### src/rtl/uart_pkg.sv
// uart_pkg: shared FSM encoding and frame constants for output_uart_tx (FRAME_BITS depends on UART_TX_PARITY_EN)
package uart_pkg;
   typedef enum logic [2:0] {IDLE, START, DATA, PARITY, STOP} state_t;
`ifdef UART_TX_PARITY_EN
   localparam int FRAME_BITS = 11;
`else
   localparam int FRAME_BITS = 10;
`endif
   localparam int DEFAULT_CLKS_PER_BIT = 434;
endpackage

### src/rtl/sync_fifo.sv
// sync_fifo: first-word-fall-through FIFO, full/empty decoded from wrap-bit pointer compare
module sync_fifo #(
   parameter int WIDTH = 16,
   parameter int DEPTH = 4
) (
   input  logic             clock,
   input  logic             reset,
   input  logic             wr_en,
   input  logic [WIDTH-1:0] wr_data,
   input  logic             rd_en,
   output logic [WIDTH-1:0] rd_data,
   output logic             full,
   output logic             empty
);
   localparam int AW = $clog2(DEPTH);
   logic [WIDTH-1:0] mem [DEPTH];
   logic [AW:0] wptr, rptr;
   assign empty = wptr == rptr;
   assign full = (wptr[AW] != rptr[AW]) && (wptr[AW-1:0] == rptr[AW-1:0]);
   assign rd_data = mem[rptr[AW-1:0]];
   always_ff @(posedge clock)
      if (wr_en && !full) mem[wptr[AW-1:0]] <= wr_data;
   always_ff @(posedge clock)
      if (reset) begin
         wptr <= '0;
         rptr <= '0;
      end else begin
         if (wr_en && !full) wptr <= wptr + (AW+1)'(1);
         if (rd_en && !empty) rptr <= rptr + (AW+1)'(1);
      end
endmodule

### src/rtl/output_uart_tx.sv
// output_uart_tx: buffers CPU output words and sends each as two UART bytes, high first; UART_TX_PARITY_EN adds even parity
module output_uart_tx
   import uart_pkg::*;
#(
   parameter int CLKS_PER_BIT = DEFAULT_CLKS_PER_BIT,
   parameter int FIFO_DEPTH   = 4
) (
   input  logic        clock,
   input  logic        reset,
   input  logic [15:0] out_word,
   input  logic        out_valid,
   output logic        full,
   output logic        overflow,
   output logic        busy,
   output logic        tx
);
   localparam int CW = $clog2(CLKS_PER_BIT);
   localparam logic [CW-1:0] LAST = CW'(CLKS_PER_BIT - 1);
   state_t state;
   logic [CW-1:0] cnt;
   logic [2:0] bitn;
   logic byte_idx;
   logic [15:0] sreg, head;
   logic empty, pop, bit_end;
`ifdef UART_TX_PARITY_EN
   logic par;
`endif
   assign pop = state == IDLE && !empty;
   assign busy = state != IDLE || !empty;
   assign bit_end = cnt == LAST;
   sync_fifo #(.WIDTH(16), .DEPTH(FIFO_DEPTH)) u_fifo (
      .clock  (clock),
      .reset  (reset),
      .wr_en  (out_valid),
      .wr_data(out_word),
      .rd_en  (pop),
      .rd_data(head),
      .full   (full),
      .empty  (empty)
   );
   // sreg holds {low byte, high byte} so the high byte shifts out first and the low byte is left in place
   always_ff @(posedge clock)
      if (reset) begin
         state <= IDLE;
         cnt <= '0;
         bitn <= '0;
         byte_idx <= 1'b0;
         sreg <= '0;
         tx <= 1'b1;
         overflow <= 1'b0;
`ifdef UART_TX_PARITY_EN
         par <= 1'b0;
`endif
      end else begin
         if (out_valid && full) overflow <= 1'b1;
         cnt <= (state == IDLE || bit_end) ? '0 : cnt + CW'(1);
         case (state)
            IDLE: if (!empty) begin
               sreg <= {head[7:0], head[15:8]};
               byte_idx <= 1'b0;
               tx <= 1'b0;
               state <= START;
            end
            START: if (bit_end) begin
               bitn <= '0;
               tx <= sreg[0];
               sreg <= sreg >> 1;
`ifdef UART_TX_PARITY_EN
               par <= sreg[0];
`endif
               state <= DATA;
            end
            DATA: if (bit_end) begin
               if (bitn == 3'd7) begin
`ifdef UART_TX_PARITY_EN
                  tx <= par;
                  state <= PARITY;
`else
                  tx <= 1'b1;
                  state <= STOP;
`endif
               end else begin
                  bitn <= bitn + 3'd1;
                  tx <= sreg[0];
                  sreg <= sreg >> 1;
`ifdef UART_TX_PARITY_EN
                  par <= par ^ sreg[0];
`endif
               end
            end
`ifdef UART_TX_PARITY_EN
            PARITY: if (bit_end) begin
               tx <= 1'b1;
               state <= STOP;
            end
`endif
            STOP: if (bit_end) begin
               tx <= !byte_idx ? 1'b0 : 1'b1;
               state <= !byte_idx ? START : IDLE;
               byte_idx <= 1'b1;
            end
            default: begin
               tx <= 1'b1;
               state <= IDLE;
            end
         endcase
      end
endmodule
### config.mk
export PLATFORM = sky130hd
export DESIGN_NAME = output_uart_tx
export DESIGN_NICKNAME = d
export VERILOG_FILES = /design/src/rtl/uart_pkg.sv /design/src/rtl/sync_fifo.sv /design/src/rtl/output_uart_tx.sv
export SDC_FILE = /design/constraint.sdc
export NUM_CORES = 1
export LEC_CHECK = 0
export ABC_AREA = 1
export CORE_MARGIN = 4
export CORE_UTILIZATION = 57
export CTS_CLUSTER_DIAMETER = 80
export DETAILED_ROUTE_END_ITERATION = 12
export DONT_BUFFER_PORTS = 1
export PLACE_DENSITY = 0.75
export SLEW_MARGIN = 20
export SYNTH_ARGS = -nofsm -noshare
export SYNTH_HDL_FRONTEND = slang
export SYNTH_SLANG_ARGS = --single-unit
### constraint.sdc
create_clock -name clock -period 1.89 [get_ports clock]
set_input_delay 0.378 -clock clock [delete_from_list [all_inputs] [get_ports clock]]
set_output_delay 0.378 -clock clock [all_outputs]
set_load 0.005 [all_outputs]
# Word level (Yosys, flattened, before mapping)
# Memory sizes are Yosys's and may differ from the RTL's. A register that Yosys moved wholly into a read port is not among the register bits.
# Index checks and enable logic that the tools add are counted.
dict set report totals {
  elab_cells 77
  out_inout_bits 4
  ramBits 64
  n_memories 1
  in_bits 19
  regBits 40
}
dict set report classes {
  muxes 29
  n_eq_ne 14
  add_sub_neg 4
  n_reduce_logical 20
}
# name words word_bits rd rd_ports_with_merged_regs write_ports line
set mem_list {}
lappend mem_list {u_fifo.mem 4 16 1 1 1 sync_fifo.sv:16} ;# logic [WIDTH-1:0] mem [DEPTH];
# operator count
set ops {}
lappend ops {{$mux W16} 4}
lappend ops {{$pmux W16 S3} 1}
lappend ops {{$mux W3} 8}
lappend ops {{$ne A2 B2 Y1 const B} 6}
lappend ops {{$pmux W3 S4} 1}
lappend ops {{$mux W1} 10}
lappend ops {{$reduce_and A5 Y1} 2}
lappend ops {{$add A3 B1 Y3 const B} 3}
lappend ops {{$add A9 B1 Y9 const B} 1}
lappend ops {{$eq A9 B9 Y1 const B} 1}
lappend ops {{$reduce_and A4 Y1} 2}
lappend ops {{$eq A3 B3 Y1 const B} 2}
lappend ops {{$pmux W3 S2} 1}
lappend ops {{$reduce_bool A3 Y1} 2}
lappend ops {{$logic_and A1 B1 Y1} 5}
lappend ops {{$mux W2} 2}
lappend ops {{$pmux W1 S4} 1}
lappend ops {{$reduce_bool A2 Y1} 2}
lappend ops {{$eq A3 B1 Y1 const B} 1}
lappend ops {{$eq A3 B2 Y1 const B} 1}
lappend ops {{$eq A3 B3 Y1} 1}
lappend ops {{$logic_not A3 Y1} 1}
lappend ops {{$reduce_and A3 Y1} 1}
lappend ops {{$eq A2 B2 Y1} 1}
lappend ops {{5 further kinds} 7}

# Logic depth before layout (Yosys ltp)
dict set report logic_depth {
  word_depth 6
  depth_mapped 12
  ltp_nobuf 11
}

# Modules after synthesis
# Synthesis repeated with hierarchy kept, for this count alone.
dict set report unflattened {
  cells_unflattened 498
  area_unflattened_um2 4580.6
}
# mod seq_area_each_um2 cells_each area_each_um2 n_inst
set modules_own_cells {}
lappend modules_own_cells {sync_fifo 2082.0 228 2869.0 1}
lappend modules_own_cells {output_uart_tx 680.7 270 1711.6 1}

# Least setup slack after synthesis
# No wires, ideal clock.
dict set report synth_timing {
  kind {register to register}
  from {register u_fifo.wptr[0]}
  to {memory u_fifo.mem[0][0] (enable)}
  setup_ns 0.389
  period_less_slack_ns 1.942
  required_time_ns 1.501
  stages_incl_launch_ff 7
  path_slack_ns -0.052
  arrival_time_ns 1.553
  n_path_buf 0
  cell_sequence {dfxtp_1 -> inv_1 -> nand2_1 -> nand2_1 -> nand4_1 -> nand2_1 -> nor2_1}
}
dict set report synth_via {
  elab_chain_cells 6
}
# element line
set synth_lines {}
lappend synth_lines {{from (decl)} sync_fifo.sv:17} ;# logic [AW:0] wptr, rptr;
lappend synth_lines {{from (signal assigned)} sync_fifo.sv:28} ;# if (wr_en && !full) wptr <= wptr + (AW+1)'(1);
lappend synth_lines {{$eq A2 B2 Y1} sync_fifo.sv:19} ;# assign full = (wptr[AW] != rptr[AW]) && (wptr[AW-1:0] == rptr[AW-1:0]);
lappend synth_lines {{$logic_and A1 B1 Y1} sync_fifo.sv:19}
lappend synth_lines {{$logic_not A1 Y1} sync_fifo.sv:22} ;# if (wr_en && !full) mem[wptr[AW-1:0]] <= wr_data;
lappend synth_lines {{$logic_and A1 B1 Y1} sync_fifo.sv:22}
lappend synth_lines {{$mux W1} sync_fifo.sv:22}
lappend synth_lines {{$mux W1 (not written as such)} sync_fifo.sv:22}
lappend synth_lines {{to (decl)} sync_fifo.sv:16}
# Several ways; a longest one is shown, not always the timed one.

# Final worst setup path
dict set report layout_timing {
  from {register state[1]}
  to {output busy}
}
dict set report layout_via {
  elab_chain_cells 2
}
# element line
set layout_lines {}
lappend layout_lines {{from (decl)} output_uart_tx.sv:19} ;# state_t state;
lappend layout_lines {{from (signal assigned)} output_uart_tx.sv:99} ;# state <= !byte_idx ? START : IDLE;
lappend layout_lines {{$reduce_bool A3 Y1} output_uart_tx.sv:29} ;# assign busy = state != IDLE || !empty;
lappend layout_lines {{$logic_or A1 B1 Y1} output_uart_tx.sv:29}
lappend layout_lines {{to (decl)} output_uart_tx.sv:14} ;# output logic busy,
# No other way between the ends.

==> out/metrics.cfg <==
[status]
status = completed

[clock_network]
root_buffer = clkbuf_8
cts.hold.buffers_added = 0
cts_made_buffers = 9
cts_htree_levels = 3
path_clk_slew_ns = 0.11
cts_tree = built
cts_sinks = 106
worstSkewPairLatency_ns = 0.38
clock_path_buffers = 2

[power]
finalPower_w = 0.00676
leakage_nw = 2.24
power_density_nw_per_um2 = 1320
vdd_drop_max_uv = 661

[synthesis]
syn_inst = 552
synth.most_common_cell = nand2_1
synth_area_leaders = edfxtp_1, dfxtp_1, nand2_1
synthesis.area_um2 = 4770
synth.largest_area_cell = edfxtp_1
synth_area_per_cell_um2 = 8.65
synthFlopType = edfxtp_1
ys_types = 32
synth_warnings = 0
synth_seq_cells = 106
synth-edff-count = 64
ys_top_cells_by_count = nand2_1, nor2_1, inv_1, edfxtp_1, dfxtp_1
synth.yosys.seq_area_share_pct = 57.9
yosysTopAreaCellShare_pct = 40.3
synth_fp_nets = 580
async_flop_share_pct = 0

[drt]
drtIter0Drc = 225
drc_errors = 0
drtPass1Iterations = 5
drt-wirelength-per-cell_um = 13.3
dr_total_vias = 3400
postRouteAntennaNets = 0
totalWireLength_mm = 8.80
vias_per_cell = 5.12

[layout]
area_growth_pct = 7.47
finalNetCount = 582
drive_gt1_share_pct = 7.87
antenna_cells = 0

[setup_path]
worstPathRequired_ns = 1.51
rr_endpoint = u_fifo.mem[2][12]
cp.arrival_ns = 1.40
critPathLaunchType = flip-flop
path_max_fanout = 8
ff2ff_path_depth = 7
rrSetupSlack_ns = 0.21
r2r_start = u_fifo.wptr[0]
crit_path_end_kind = output port
crit_type = flip-flop to output port

[timing]
finalCritPeriodShare_pct = 94.1
setup_ws_ns = 0.111
rsz0062_at_grt = no
fin_skew_ns = 0.0147
finalSetupTns_ns = 0
fmax_ghz = 0.562
final-hold-violation-count = 0
fin_crit_ns = 1.78
setup_violations = 0
worstMarginPinSlew_ns = 0.551
drv_slew = 0
slew-limit-headroom_pct = 63.0

[run]
drv_cap = 0

[global_route]
grt_pass1_wl_mm = 14.8
track_usage_pct = 19.1
antenna_found_initial = 0
grt_pass1_vias = 3253
grt_overflow = 0
grt_max_degree = 48

[min_path]
hold_depth = 1
hold_class = input pin to flip-flop
hp-start = reset
hold_end = state[2]

[floorplanning]
die_h_um = 99.5
dieArea_um2 = 9900
core_area_um2 = 8180
rows = 33
start_util_pct = 58.4
die_x_um = 99.5
boundaryPins = 23

[place]
pre_cts_ws_ns = 0.230
port_buffers = 0
place.gp.congestion = 0.823
hpwlAfterDp_mm = 5.87

[sequential cells by signal, summed over array words and instances (netlist names), named ones only]
| register | cells |
|---|---|
| cnt | 9 |
| overflow | 1 |
| tx | 1 |
| u_fifo.wptr | 3 |
| state | 3 |
| u_fifo.rptr | 3 |
| u_fifo.mem | 64 |
| bitn | 3 |
| byte_idx | 1 |
| sreg | 16 |
[how the worst max path moves through the flow]
stage / start / endpoint / depth (start not counted)
global route: state[1] / busy / 4
detailed placement: u_fifo.wptr[0] / u_fifo.mem[2][12] / 7
global placement: u_fifo.wptr[0] / u_fifo.mem[0][13] / 7
CTS: state[1] / busy / 4
finish: state[1] / busy / 4
floorplan: u_fifo.wptr[0] / u_fifo.mem[0][0] / 6
[stage by stage]
stage | cell area, um^2 | utilization, % | hold slack, ns | instances
2_1_floorplan | 4770 | - | 0.434 | 552
4_1_cts | 5130 | 62.7 | 0.0403 | 664
6_report | 5130 | 62.8 | 0.0581 | 664
3_5_place_dp | 4910 | 60.1 | 0.451 | 648
3_3_place_gp | 4910 | 60.1 | 0.445 | 648
5_1_grt | 5130 | 62.8 | 0.0439 | 664
[cell usage in the layout, fill, tap and decap left out, drive strengths merged, types with 8 or more instances in the layout]
cell / synthesis / routed
dfxtp: 42 / 42
buf: 11 / 8
edfxtp: 64 / 64
o21ai: 12 / 12
a21boi: 15 / 15
nand3: 26 / 26
nand2: 166 / 166
a21oi: 13 / 13
nor2: 95 / 95
clkbuf: 6 / 9
ha: 9 / 9
inv: 76 / 79
[logic make-up after synthesis]
kind of cell    Yosys count  share of synthesized area [%]
simple gates            298                           25.9
flops                   106                           57.9
compound gates           43                           5.48
xor+xnor                  2                          0.367
buf+inv                  94                           8.02
fa+ha+maj                 9                           2.36
[power breakdown]
group          switching [W]  internal, W
combinational        0.00159     0.000816
clock               0.000822     0.000649
sequential          0.000143      0.00275
total                0.00255      0.00421
[worst max-delay path, cell delays in order (launching register included)]
cell and delay, ns:
dfxtp_1 0.36, nor2_2 0.17, inv_2 0.06, nor2_2 0.17
nand4_2 0.27
[metal layers]
layer  track usage [%]  wire length (um)
met3              3.72               432
met5                 0                 0
met1              23.8              3790
met4              8.09               155
met2              32.4              4420
[final cells by class]
| class | instances | area, um^2 |
|---|---|---|
| Tap cell | 105 | 131 |
| Clock buffer | 9 | 124 |
| Inverter | 77 | 289 |
| Sequential cell | 106 | 2760 |
| Fill cell | 671 | 3040 |
| Clock inverter | 7 | 93.8 |
| Timing Repair Buffer | 8 | 101 |
| Multi-Input combinational cell | 352 | 1630 |
[timing repair]
action                     CTS  global route
setup buffers                0             0
hold endpoints to repair     0             0
gates resized for setup      0             1
setup endpoints to repair    0             4
Note: power is estimated with default switching activity, not from simulation.
